## src/rtl/eeprom_pkg.sv

```systemverilog
// rtl/eeprom_pkg.sv - shared encodings for the EEPROM controller
//
// Purpose: byte-engine command codes, controller state enum, default device
//          address and small state-classification helpers.
// Ports:   none (package).
// Build:   EEPROM_CTRL_ACKPOLL_EN adds the ACK-poll states to the enum.

package eeprom_pkg;

  localparam logic [6:0] DEV_ADDR_DEFAULT = 7'b1010000;

  typedef enum logic [1:0] {
    CMD_START = 2'd0,
    CMD_WRITE = 2'd1,
    CMD_READ  = 2'd2,
    CMD_STOP  = 2'd3
  } cmd_e;

  typedef enum logic [3:0] {
    ST_IDLE,
    ST_START,
    ST_DEVW,
    ST_WADDR,
    ST_WDATA,
    ST_RSTART,
    ST_DEVR,
    ST_RDATA,
    ST_STOP,
    ST_WR_WAIT,
    ST_FIN
`ifdef EEPROM_CTRL_ACKPOLL_EN
    , ST_POLL_START,
    ST_POLL_DEV,
    ST_POLL_STOP
`endif
  } state_e;

  // States that hand exactly one command to the byte engine.
  function automatic logic is_cmd_state(input state_e s);
    return s inside {ST_START, ST_DEVW, ST_WADDR, ST_WDATA, ST_RSTART,
                     ST_DEVR, ST_RDATA, ST_STOP
`ifdef EEPROM_CTRL_ACKPOLL_EN
                     , ST_POLL_START, ST_POLL_DEV, ST_POLL_STOP
`endif
                     };
  endfunction

  // WRITE states whose slave NACK aborts the transaction.
  function automatic logic is_ack_checked(input state_e s);
    return s inside {ST_DEVW, ST_WADDR, ST_WDATA, ST_DEVR};
  endfunction

endpackage

```

## src/rtl/eeprom_ctrl_if.sv

```systemverilog
// rtl/eeprom_ctrl_if.sv - command bus between controller and I2C byte engine
//
// Purpose: bundles the command handshake and the byte-completion return path.
// Signals: cmd_valid/cmd/cmd_byte/cmd_nack (controller -> engine),
//          cmd_ready/byte_done/byte_rdata/byte_nack (engine -> controller).
// Modports: master = controller side, slave = byte-engine side.

interface eeprom_ctrl_if;
  logic       cmd_valid;
  logic [1:0] cmd;
  logic [7:0] cmd_byte;
  logic       cmd_nack;
  logic       cmd_ready;
  logic       byte_done;
  logic [7:0] byte_rdata;
  logic       byte_nack;

  modport master (
    output cmd_valid, cmd, cmd_byte, cmd_nack,
    input  cmd_ready, byte_done, byte_rdata, byte_nack
  );

  modport slave (
    input  cmd_valid, cmd, cmd_byte, cmd_nack,
    output cmd_ready, byte_done, byte_rdata, byte_nack
  );
endinterface

```

## src/rtl/eeprom_wait_cnt.sv

```systemverilog
// rtl/eeprom_wait_cnt.sv - loadable down-counter with zero flag
//
// Purpose: times the post-write delay (or counts remaining ACK polls).
// Ports:   clk, srst (sync active-high), load + load_val (preset),
//          en (decrement while non-zero), zero (count is zero).

module eeprom_wait_cnt #(
  parameter int unsigned WIDTH = 18
) (
  input  logic             clk,
  input  logic             srst,
  input  logic             load,
  input  logic [WIDTH-1:0] load_val,
  input  logic             en,
  output logic             zero
);

  logic [WIDTH-1:0] cnt;

  always_ff @(posedge clk) begin
    if (srst) begin
      cnt <= '0;
    end else if (load) begin
      cnt <= load_val;
    end else if (en && (cnt != '0)) begin
      cnt <= cnt - WIDTH'(1);
    end
  end

  assign zero = (cnt == '0);

endmodule

```

## src/rtl/eeprom_ctrl.sv

```systemverilog
// rtl/eeprom_ctrl.sv - 24Cxx byte-write / random-read controller
//
// Purpose: sequences START/WRITE/READ/STOP commands to an I2C byte engine for
//          single-byte writes (followed by the write-cycle wait) and random reads.
// Ports:   clk, srst (sync active-high reset shared with the engine),
//          wr_req/rd_req/addr/wdata (host request), busy/done/ack_err/rdata
//          (host status), eng (command bus, master side).
// Build:   EEPROM_CTRL_ACKPOLL_EN replaces the fixed write wait with ACK polling
//          bounded by POLL_MAX attempts.

module eeprom_ctrl
  import eeprom_pkg::*;
#(
  parameter logic [6:0]  DEV_ADDR = DEV_ADDR_DEFAULT,
  parameter int unsigned WR_WAIT  = 250000,
  parameter int unsigned POLL_MAX = 255
) (
  input  logic         clk,
  input  logic         srst,
  input  logic         wr_req,
  input  logic         rd_req,
  input  logic [7:0]   addr,
  input  logic [7:0]   wdata,
  output logic         busy,
  output logic         done,
  output logic         ack_err,
  output logic [7:0]   rdata,
  eeprom_ctrl_if.master eng
);

  // One counter serves either the wait delay or the poll budget.
  localparam int unsigned CNT_MAX = (WR_WAIT > POLL_MAX) ? WR_WAIT : POLL_MAX;
  localparam int          CNT_W   = $clog2(CNT_MAX + 1);

  state_e           state;
  state_e           state_next;
  logic             pending;    // command accepted, waiting for byte_done
  logic             is_read;
  logic [7:0]       addr_q;
  logic [7:0]       wdata_q;
  logic             accept;
  logic             step;       // current command completed
  logic             cnt_load;
  logic             cnt_en;
  logic             cnt_zero;
  logic [CNT_W-1:0] cnt_load_val;
`ifdef EEPROM_CTRL_ACKPOLL_EN
  logic             poll_nack;
`endif

  assign accept = (state == ST_IDLE) && (wr_req || rd_req);
  assign step   = pending && eng.byte_done;

  // State register
  always_ff @(posedge clk) begin
    if (srst) begin
      state <= ST_IDLE;
    end else begin
      state <= state_next;
    end
  end

  // Request latch, handshake tracking and status registers
  always_ff @(posedge clk) begin
    if (srst) begin
      pending   <= 1'b0;
      is_read   <= 1'b0;
      addr_q    <= 8'h00;
      wdata_q   <= 8'h00;
      ack_err   <= 1'b0;
      rdata     <= 8'h00;
`ifdef EEPROM_CTRL_ACKPOLL_EN
      poll_nack <= 1'b0;
`endif
    end else begin
      if (accept) begin
        is_read <= !wr_req;     // write wins when both are requested
        addr_q  <= addr;
        wdata_q <= wdata;
        ack_err <= 1'b0;
      end
      if (step) begin
        pending <= 1'b0;
      end else if (eng.cmd_valid && eng.cmd_ready) begin
        pending <= 1'b1;
      end
      if (step && eng.byte_nack && is_ack_checked(state)) begin
        ack_err <= 1'b1;
      end
      if (step && (state == ST_RDATA)) begin
        rdata <= eng.byte_rdata;
      end
`ifdef EEPROM_CTRL_ACKPOLL_EN
      if (step && (state == ST_POLL_DEV)) begin
        poll_nack <= eng.byte_nack;
      end
      if (step && (state == ST_POLL_STOP) && poll_nack && cnt_zero) begin
        ack_err <= 1'b1;
      end
`endif
    end
  end

  // Next-state logic
  always_comb begin
    state_next = state;
    unique case (state)
      ST_IDLE:    if (wr_req || rd_req) state_next = ST_START;
      ST_START:   if (step) state_next = ST_DEVW;
      ST_DEVW:    if (step) state_next = eng.byte_nack ? ST_STOP : ST_WADDR;
      ST_WADDR:   if (step) state_next = eng.byte_nack ? ST_STOP :
                                         (is_read ? ST_RSTART : ST_WDATA);
      ST_WDATA:   if (step) state_next = ST_STOP;
      ST_RSTART:  if (step) state_next = ST_DEVR;
      ST_DEVR:    if (step) state_next = eng.byte_nack ? ST_STOP : ST_RDATA;
      ST_RDATA:   if (step) state_next = ST_STOP;
      ST_STOP: begin
        if (step) begin
          // ack_err already reflects any NACK seen earlier in this transaction
          if (is_read || ack_err) begin
            state_next = ST_FIN;
          end else begin
`ifdef EEPROM_CTRL_ACKPOLL_EN
            state_next = ST_POLL_START;
`else
            state_next = ST_WR_WAIT;
`endif
          end
        end
      end
      ST_WR_WAIT: if (cnt_zero) state_next = ST_FIN;
      ST_FIN:     state_next = ST_IDLE;
`ifdef EEPROM_CTRL_ACKPOLL_EN
      ST_POLL_START: if (step) state_next = ST_POLL_DEV;
      ST_POLL_DEV:   if (step) state_next = ST_POLL_STOP;
      ST_POLL_STOP: begin
        if (step) begin
          state_next = (poll_nack && !cnt_zero) ? ST_POLL_START : ST_FIN;
        end
      end
`endif
      default:    state_next = ST_IDLE;
    endcase
  end

  // Outputs: decoded from state only, so cmd_valid never depends on cmd_ready
  always_comb begin
    busy          = (state != ST_IDLE) && (state != ST_FIN);
    done          = (state == ST_FIN);
    eng.cmd_valid = is_cmd_state(state) && !pending;
    eng.cmd       = CMD_START;
    eng.cmd_byte  = 8'h00;
    eng.cmd_nack  = 1'b0;
    case (state)
      ST_DEVW: begin
        eng.cmd      = CMD_WRITE;
        eng.cmd_byte = {DEV_ADDR, 1'b0};
      end
      ST_WADDR: begin
        eng.cmd      = CMD_WRITE;
        eng.cmd_byte = addr_q;
      end
      ST_WDATA: begin
        eng.cmd      = CMD_WRITE;
        eng.cmd_byte = wdata_q;
      end
      ST_DEVR: begin
        eng.cmd      = CMD_WRITE;
        eng.cmd_byte = {DEV_ADDR, 1'b1};
      end
      ST_RDATA: begin
        eng.cmd      = CMD_READ;
        eng.cmd_nack = 1'b1;    // single-byte read ends with master NACK
      end
      ST_STOP: eng.cmd = CMD_STOP;
`ifdef EEPROM_CTRL_ACKPOLL_EN
      ST_POLL_DEV: begin
        eng.cmd      = CMD_WRITE;
        eng.cmd_byte = {DEV_ADDR, 1'b0};
      end
      ST_POLL_STOP: eng.cmd = CMD_STOP;
`endif
      default: ;
    endcase
  end

  // Counter control: preset on leaving STOP of a clean write
`ifdef EEPROM_CTRL_ACKPOLL_EN
  assign cnt_load     = step && (state == ST_STOP) && (state_next == ST_POLL_START);
  assign cnt_load_val = CNT_W'(POLL_MAX);
  assign cnt_en       = step && (state == ST_POLL_DEV) && eng.byte_nack;
`else
  // Preset to WR_WAIT-1 so the count reaches zero after exactly WR_WAIT cycles
  assign cnt_load     = step && (state == ST_STOP) && (state_next == ST_WR_WAIT);
  assign cnt_load_val = CNT_W'(WR_WAIT - 1);
  assign cnt_en       = (state == ST_WR_WAIT);
`endif

  eeprom_wait_cnt #(
    .WIDTH(CNT_W)
  ) u_wait_cnt (
    .clk     (clk),
    .srst    (srst),
    .load    (cnt_load),
    .load_val(cnt_load_val),
    .en      (cnt_en),
    .zero    (cnt_zero)
  );

endmodule

```

## src/flat_wrapper.sv

```systemverilog
// flat-port wrapper written by rule: the top's interface ports become plain ports
module eeprom_ctrl_flat import eeprom_pkg::*;
#(
  parameter logic [6:0]  DEV_ADDR = DEV_ADDR_DEFAULT,
  parameter int unsigned WR_WAIT  = 250000,
  parameter int unsigned POLL_MAX = 255
)
  (clk, srst, wr_req, rd_req, addr, wdata, busy, done, ack_err, rdata, eng_cmd_valid, eng_cmd, eng_cmd_byte, eng_cmd_nack, eng_cmd_ready, eng_byte_done, eng_byte_rdata, eng_byte_nack);
  eeprom_ctrl_if eng_i ();
  input  logic clk;
  input  logic srst;
  input  logic wr_req;
  input  logic rd_req;
  input  logic [7:0] addr;
  input  logic [7:0] wdata;
  output logic busy;
  output logic done;
  output logic ack_err;
  output logic [7:0] rdata;
  output wire logic [$bits(eng_i.cmd_valid)-1:0] eng_cmd_valid;
  output wire logic [$bits(eng_i.cmd)-1:0] eng_cmd;
  output wire logic [$bits(eng_i.cmd_byte)-1:0] eng_cmd_byte;
  output wire logic [$bits(eng_i.cmd_nack)-1:0] eng_cmd_nack;
  input wire logic [$bits(eng_i.cmd_ready)-1:0] eng_cmd_ready;
  input wire logic [$bits(eng_i.byte_done)-1:0] eng_byte_done;
  input wire logic [$bits(eng_i.byte_rdata)-1:0] eng_byte_rdata;
  input wire logic [$bits(eng_i.byte_nack)-1:0] eng_byte_nack;
  assign eng_cmd_valid = eng_i.cmd_valid;
  assign eng_cmd = eng_i.cmd;
  assign eng_cmd_byte = eng_i.cmd_byte;
  assign eng_cmd_nack = eng_i.cmd_nack;
  assign eng_i.cmd_ready = eng_cmd_ready;
  assign eng_i.byte_done = eng_byte_done;
  assign eng_i.byte_rdata = eng_byte_rdata;
  assign eng_i.byte_nack = eng_byte_nack;
  eeprom_ctrl #(.DEV_ADDR(DEV_ADDR), .WR_WAIT(WR_WAIT), .POLL_MAX(POLL_MAX)) u_core (.clk(clk), .srst(srst), .wr_req(wr_req), .rd_req(rd_req), .addr(addr), .wdata(wdata), .busy(busy), .done(done), .ack_err(ack_err), .rdata(rdata), .eng(eng_i));
endmodule
```

## config.mk

```make
export PLATFORM = sky130hd
export DESIGN_NAME = eeprom_ctrl_flat
export DESIGN_NICKNAME = d
export VERILOG_FILES = /design/src/rtl/eeprom_pkg.sv /design/src/rtl/eeprom_ctrl_if.sv /design/src/rtl/eeprom_wait_cnt.sv /design/src/rtl/eeprom_ctrl.sv /design/src/flat_wrapper.sv
export SDC_FILE = /design/constraint.sdc
export NUM_CORES = 1
export LEC_CHECK = 0
export ABC_AREA = 1
export BUFFER_PORTS_ARGS = -buffer_cell sky130_fd_sc_hd__buf_2
export CORE_UTILIZATION = 50
export CTS_CLUSTER_DIAMETER = 200
export CTS_CLUSTER_SIZE = 28
export DETAILED_ROUTE_END_ITERATION = 12
export MAX_ROUTING_LAYER = met4
export PLACE_DENSITY = 0.73
export RECOVER_POWER = 100
export SYNTH_ARGS = -nofsm -noshare
export SYNTH_HDL_FRONTEND = slang
export SYNTH_SLANG_ARGS = --single-unit
```

## constraint.sdc

```tcl
create_clock -name clk -period 2.5 [get_ports clk]
set_input_delay 0.375 -clock clk [delete_from_list [all_inputs] [get_ports clk]]
set_output_delay 0.375 -clock clk [all_outputs]
set_load 0.005 [all_outputs]
```

### Yosys cells after proc, flatten, opt, wreduce, memory -nomap -nowiden

Cells that the tools add are included.

| cells by class | value |
|---|---|
| bitwise gates (word level) | 0 |
| multipliers | 0 |
| div/mod/pow operators | 0 |
| reductions and logical operators | 27 |
| eq/ne operators | 12 |
| multiplexer cells | 22 |
| shifts and indexed selects | 0 |
| $lt $le $gt $ge | 0 |
| $add $sub $neg | 1 |

Operators by type and width:

| cell | number |
|---|---|
| $mux 4 | 12 |
| $mux 18 | 2 |
| $pmux 4 s9 | 1 |
| $pmux 8 s4 | 1 |
| $logic_not 18->1 | 1 |
| $reduce_bool 18->1 | 1 |
| $sub 18x1->18 const B | 1 |
| $eq 4x3->1 const B | 4 |
| $eq 4x4->1 const B | 4 |
| $logic_and 1x1->1 | 11 |
| $eq 4x2->1 const B | 2 |
| $reduce_bool 4->1 | 2 |
| $reduce_bool 8->1 | 1 |
| $pmux 2 s3 | 1 |
| $reduce_or 2->1 | 3 |
| $eq 4x1->1 const B | 1 |
| $logic_not 4->1 | 1 |
| $mux 1 | 4 |
| $ne 4x4->1 const B | 1 |
| $reduce_bool 2->1 | 2 |
| $reduce_or 4->1 | 1 |
| $logic_not 1->1 | 2 |
| $logic_or 1x1->1 | 2 |
| $mux 2 | 1 |

| storage, ports and cells | value |
|---|---|
| bits in writable memories | 0 |
| output and inout port bits | 23 |
| bits in latches | 0 |
| register bits after elaboration | 49 |
| bits of input ports | 31 |
| memories kept | 0 |
| memory bits (read-only) | 0 |

### Longest topological paths before layout

| logic depth | value |
|---|---|
| depth in word-level cells | 7 |
| mapped depth | 12 |

### Modules after synthesis

From an unflattened synthesis, not the netlist that was laid out.

| unflattened totals | value |
|---|---|
| cells, all modules | 451 |
| area total of the unflattened synthesis | 2892.8 µm² |

Modules (own cells, without submodules):

| module | area an instance (µm²) | instances | cells an instance | sequential area each (µm²) |
|---|---|---|---|---|
| eeprom_ctrl | 1575.3 | 1 | 232 | 620.6 |
| eeprom_wait_cnt | 1317.5 | 1 | 219 | 360.3 |

### Worst setup path after synthesis

No wires, ideal clock.

| timing path | value |
|---|---|
| kind | register -> register |
| start point | register u_core.u_wait_cnt.cnt[0] |
| end point | register u_core.u_wait_cnt.cnt[12] |
| clock period less this slack | 1467 ps |
| cell stages (with the launch flop) | 12 |
| buffers on the path | 0 |
| setup slack | 1033 ps |
| arrival time | 1358 ps |
| cells stage by stage | dfxtp_1 -> inv_1 -> ha_1 -> nand2_1 -> nor2_2 -> inv_1 -> nor2_1 -> nand3_1 -> nand2_1 -> nand3_1 -> nand2_1 -> inv_1 |

| on the way | value |
|---|---|
| cells in the longest elaborated chain, start to end | 6 |
| elaborated cells on any way between the ends | 11 |

Ends and longest elaborated chain:

| item | line | RTL |
|---|---|---|
| start: declaration | eeprom_wait_cnt.sv:18 | `logic [WIDTH-1:0] cnt;` |
| start signal: assignment | eeprom_wait_cnt.sv:24 | `cnt <= load_val;` |
| start signal: assignment | eeprom_wait_cnt.sv:26 | `cnt <= cnt - WIDTH'(1);` |
| $logic_not 18->1 | eeprom_wait_cnt.sv:30 | `assign zero = (cnt == '0);` |
| $mux 4 | eeprom_ctrl.sv:131 | `ST_WR_WAIT: if (cnt_zero) state_next = ST_FIN;` |
| $pmux 4 s9 | eeprom_ctrl.sv:107 | `unique case (state)` |
| $eq 4x4->1 | eeprom_ctrl.sv:194 | `assign cnt_load = step && (state == ST_STOP) && (state_next == ST_WR_WAIT);` |
| $logic_and 1x1->1 | eeprom_ctrl.sv:194 |  |
| $mux 18 or $reduce_bool 2->1 (tied branches) | n/a |  |

Parallel ways exist; a longest one is shown, timed or not. The select of a mux whose other input is x is not followed.
A chain may end at the register's enable or synchronous reset.

### Worst setup path in the final report

| timing path | value |
|---|---|
| start point | register u_core.pending |
| end point | register u_core.state[0] |

| on the way | value |
|---|---|
| cells in the longest elaborated chain, start to end | 3 |
| elaborated cells on any way between the ends | 9 |

Ends and longest elaborated chain:

| item | line | RTL |
|---|---|---|
| start: declaration | eeprom_ctrl.sv:37 | `logic pending;` |
| start signal: assignment | eeprom_ctrl.sv:66 | `pending <= 1'b0;` |
| start signal: assignment | eeprom_ctrl.sv:83 | `pending <= 1'b0;` |
| start signal: assignment | eeprom_ctrl.sv:85 | `pending <= 1'b1;` |
| $logic_and 1x1->1 * | eeprom_ctrl.sv:52 | `assign step = pending && eng.byte_done;` |
| $mux 4 (tied with other cells) | eeprom_ctrl.sv:118 | `if (step) begin` |
| $pmux 4 s9 * | eeprom_ctrl.sv:107 |  |
| end signal: assignment | eeprom_ctrl.sv:59 | `state <= state_next;` |
| end: declaration | eeprom_ctrl.sv:35 | `state_e state;` |

Mark *: on every way between the ends. The rest lies on a longest branch, timed or not.

==> impl_table.tex <==
\begin{tabular}{lr}
\hline
Metric & Value \\
\hline
\multicolumn{2}{l}{\textbf{Floorplanning}} \\
CORE AREA & $\sim$4900 sq um \\
Initial core utilization & between 50 and 60\% \\
Area of the die & 5526 sq um \\
Height of the chip & 74.34 um \\
Horizontal die dimension & about 74 um \\
I/O pin count & 54 \\
Placement Rows & 25 \\
\multicolumn{2}{l}{\textbf{Logic synthesis}} \\
Post-synth top area share & between 30\% and 40\% \\
Yosys cell types & 32 \\
Mapped Cells & 390 \\
Post-Synthesis Net Count & approximately 420 \\
Cell area after synthesis & 2616 sq um \\
Largest cells by area after synthesis & dfxtp\_1 (37\%), nand2\_1 (12\%), a21oi\_1 (7.5\%) \\
Mapped Avg Cell Area & between 6 and 7 sq um \\
Total of flip-flops plus latches after synthesis & 49 \\
Yosys warnings & 0 \\
Post-synthesis sequential area ratio & a little under two fifths \\
Post-synth top area cell & dfxtp\_1 \\
\multicolumn{2}{l}{\textbf{Hold path}} \\
Depth of the worst hold-timing path & 2 \\
Worst Hold Endpoint & u\_core.is\_read\$\_SDFFE\_PP0P\_ \\
Launch point of the worst hold path & wr\_req \\
Hold Path Class & in -> reg \\
\multicolumn{2}{l}{\textbf{STA}} \\
Post-route clock period utilization & 84.85\% \\
Post-route setup TNS & 0 ns \\
Final Hold Slack & approximately 0.27 ns \\
Relative max-transition margin & $\sim$24\% \\
Final hold violations & 0 \\
Post-layout minimum cycle time & between 2 and 2.5 ns \\
Max-slew violation count & 0 \\
Setup repair after global routing missed its margin & no \\
Worst Slack Setup Final & 0.3788 ns \\
Setup-violating endpoint count in the final report & 0 \\
Clock skew & 0.008608 ns \\
Transition time at the pin with the least slew margin & 1.132 ns \\
Achievable Freq & $\sim$470 MHz \\
\multicolumn{2}{l}{\textbf{Critical path}} \\
Worst setup slack for register-to-register paths & 0.38 ns \\
Slowest stage cell, crit path & inv\_1 \\
Count of cells along the worst register-to-register path & 8 \\
Cell seen most often among critical-path stages & inv\_1 \\
Startpoint type of the worst setup path & flop \\
Arrival @ worst endpoint & between 2 and 2.5 ns \\
Reg2reg start & u\_core.pending\$\_SDFFE\_PP0P\_ \\
Worst reg2reg endpoint & u\_core.state[0]\$\_SDFF\_PP0\_ \\
Critical path cell sequence & nand2\_1, inv\_1, o21ai\_0, nand4\_1, clkbuf\_1, nand3\_1, o21ai\_1, inv\_1 \\
Nature of the critical path endpoint & flop \\
Crit path kind & reg -> reg \\
Crit path largest cell delay & around 0.38 ns \\
CP Data Required Time & approximately 2.7 ns \\
Top fanout value on the critical path & 18 \\
\multicolumn{2}{l}{\textbf{CTS}} \\
Root buffer cell & clkbuf\_8 \\
Post-CTS Setup Inserts & 0 \\
Clock Path Buffers & 2 \\
Hold bufs inserted after CTS & 0 \\
Insertion delay of the later-clocked pin in the worst-skew pair & 0.31 ns \\
Clock slew seen by the registers of the worst setup and hold paths & about 0.1 ns \\
Count of cells resized by post-cts repair & 0 \\
TritonCTS clock tree & built \\
Sinks on the clock net & between 40 and 50 \\
Number of buffers added by the clock tree synthesis step & 5 \\
Depth of the CTS H-tree & 2 \\
\multicolumn{2}{l}{\textbf{Placement}} \\
Post-detail-place hpwl & approximately 4500 um \\
Setup Slack @ Placement & about 0.63 ns \\
RD Place Congestion & just under 1 \\
Port bufs & 53 \\
\multicolumn{2}{l}{\textbf{Pwr}} \\
Total power per unit cell area & 519.7 nW/um\^{}2 \\
Total power consumption of the routed design & 1.547 mW \\
Max IR drop VDD & roughly 0.3 mV \\
LEAKAGE & between 1 and 1.5 nW \\
\multicolumn{2}{l}{\textbf{Cells and area}} \\
Final \#Nets & about 470 \\
Antenna Cells & 0 \\
Post-Route Utilization & slightly above 60\% \\
Multi-input gate area & 1336 sq um \\
\# fillers & between 400 and 500 \\
Share of final-layout standard cells stronger than drive strength 1 & between 10 and 15\% \\
Sequential cell area in the final layout & slightly below 1000 sq um \\
Area Overhead vs Synth & 13.77\% \\
\multicolumn{2}{l}{\textbf{Detailed routing}} \\
Number of nets with antenna violations after routing & 0 \\
Average via count per standard cell & 5.209 \\
DRC violation count after routing & 0 \\
Length of the first detailed-routing pass in iterations & 5 \\
Detailed-route wire length on metal 1 & between 2000 and 3000 um \\
DR WL met2 & about 2800 um \\
Number of vias after detailed routing & roughly 2,600 \\
Number of DRC markers in iteration 0 & around 190 \\
Met3 Wirelength & roughly 290 um \\
Total Wirelength & about 6000 um \\
Top routing layer in use & met4 \\
Wirelength per Cell & approximately 12 um \\
\multicolumn{2}{l}{\textbf{GRT}} \\
Maximum number of pins on one net before global-route repair & 36 \\
Antenna violations before repair & 0 \\
Vias in the first global route & $\sim$2,300 \\
Global-route wire length before repair & around 10,000 um \\
Grt ovf & 0 \\
Global-route total usage across every layer & 24.99\% \\
\multicolumn{2}{l}{\textbf{Outcome}} \\
Status & finished, final reports clean \\
\multicolumn{2}{l}{\textbf{Run}} \\
Number of violations of the max-capacitance limit & 0 \\
\hline
\end{tabular}
metal layers:
layer / vias up / GRT usage [%]
li1: 1359 / -
met2: 76 / 39.80
met1: 1195 / 32.08
met4: 0 / 8.176
met5: - / -
met3: 6 / 4.472
layout make-up:
class,count,area share (%)
sequential,49,32.96
clock buffer,5,2.312
inverter,54,6.810
clock inverter,3,1.471
tap,67,2.816
multi-input combinational,273,44.89
timing repair buffer,55,8.743
power breakdown:
part | leakage, nW | internal [mW] | total, mW | switching [mW]
sequential | 0.400 | 0.813 | 0.825 | 0.0122
clock | 0.0585 | 0.300 | 0.582 | 0.282
combinational | 0.986 | 0.0496 | 0.140 | 0.0900
logic make-up (layout without fill, tap and decap cells):
logic type	Yosys count	in the layout	synth area share [%]
flops	49	49	37.49
simple gates	180	180	30.75
fa+ha+maj	2	2	0.9563
xor+xnor	9	9	3.013
buf+inv	68	117	11.05
compound gates	82	82	16.74
how the worst max path moves through the flow:
| stage | start | to | slack (ns) |
|---|---|---|---|
| after floorplan | u_core.u_wait_cnt.cnt[0]$_SDFFE_PP0P_ | u_core.u_wait_cnt.cnt[12]$_SDFFE_PP0P_ | 1.03 |
| after global placement | rd_req | u_core.state[0]$_SDFF_PP0_ | 0.71 |
| after detailed placement | rd_req | u_core.state[0]$_SDFF_PP0_ | 0.63 |
| after CTS | u_core.state[2]$_SDFF_PP0_ | eng_cmd_byte[5] | 0.40 |
| after global routing | u_core.pending$_SDFFE_PP0P_ | u_core.state[0]$_SDFF_PP0_ | 0.13 |
| final | u_core.pending$_SDFFE_PP0P_ | u_core.state[0]$_SDFF_PP0_ | 0.38 |
cells in the mapped netlist:
cell type and number:
nor2_4 1, nor3b_1 1, o22ai_1 7, nor3_1 4, nand2_1 83, buf_4 1, inv_1 50, buf_6 3
nand2_4 1, nand4_1 5, clkbuf_1 4, nand3_2 2, nand3b_1 1, nor3_2 1, xnor2_1 2, o21ai_1 3
inv_2 4, nor2_2 8, xor2_1 7, nand3_1 36, a31oi_1 2, clkbuf_2 1, o21ai_0 26, ha_1 2
a21oi_1 39, nand2_2 2, o221ai_1 2, o21ai_2 1, dfxtp_1 49, buf_2 5, o211ai_1 2, nor2_1 35
critical path, delay by kind of cell, from the launching register on:
| family | cells | cell delay (ns) |
|---|---|---|
| AND/OR/NAND/NOR | 3 | 0.48 |
| flip-flops | 1 | 0.36 |
| AO/OA/AOI/OAI | 2 | 0.44 |
| buffers and inverters | 3 | 0.73 |
sequential cells by signal (all words and copies together), names as in the netlist:
name,cells
u_core.u_wait_cnt.cnt,18
u_core.addr_q,8
u_core.rdata,8
u_core.wdata_q,8
u_core.state,4
u_core.ack_err,1
u_core.is_read,1
u_core.pending,1
layout by cell type (no fill, tap or decap), drive strengths merged:
master / count
nand2: 86
inv: 55
dfxtp: 49
nor2: 44
a21oi: 39
buf: 39
nand3: 38
o21ai: 30
clkbuf: 21
o22ai: 7
xor2: 7
nand4: 5
nor3: 5
o221ai: 2
o211ai: 2
xnor2: 2
a31oi: 2
ha: 2
nor3b: 1
nand3b: 1
bufinv: 1
clkinv: 1
stage by stage:
stage	area [sq um]	instances
after detailed placement	2894	498
after global routing	2977	506
final	2977	506
after CTS	3007	506
after global placement	2894	498
after floorplan	2616	390
Power figures use the tool's default switching activity.
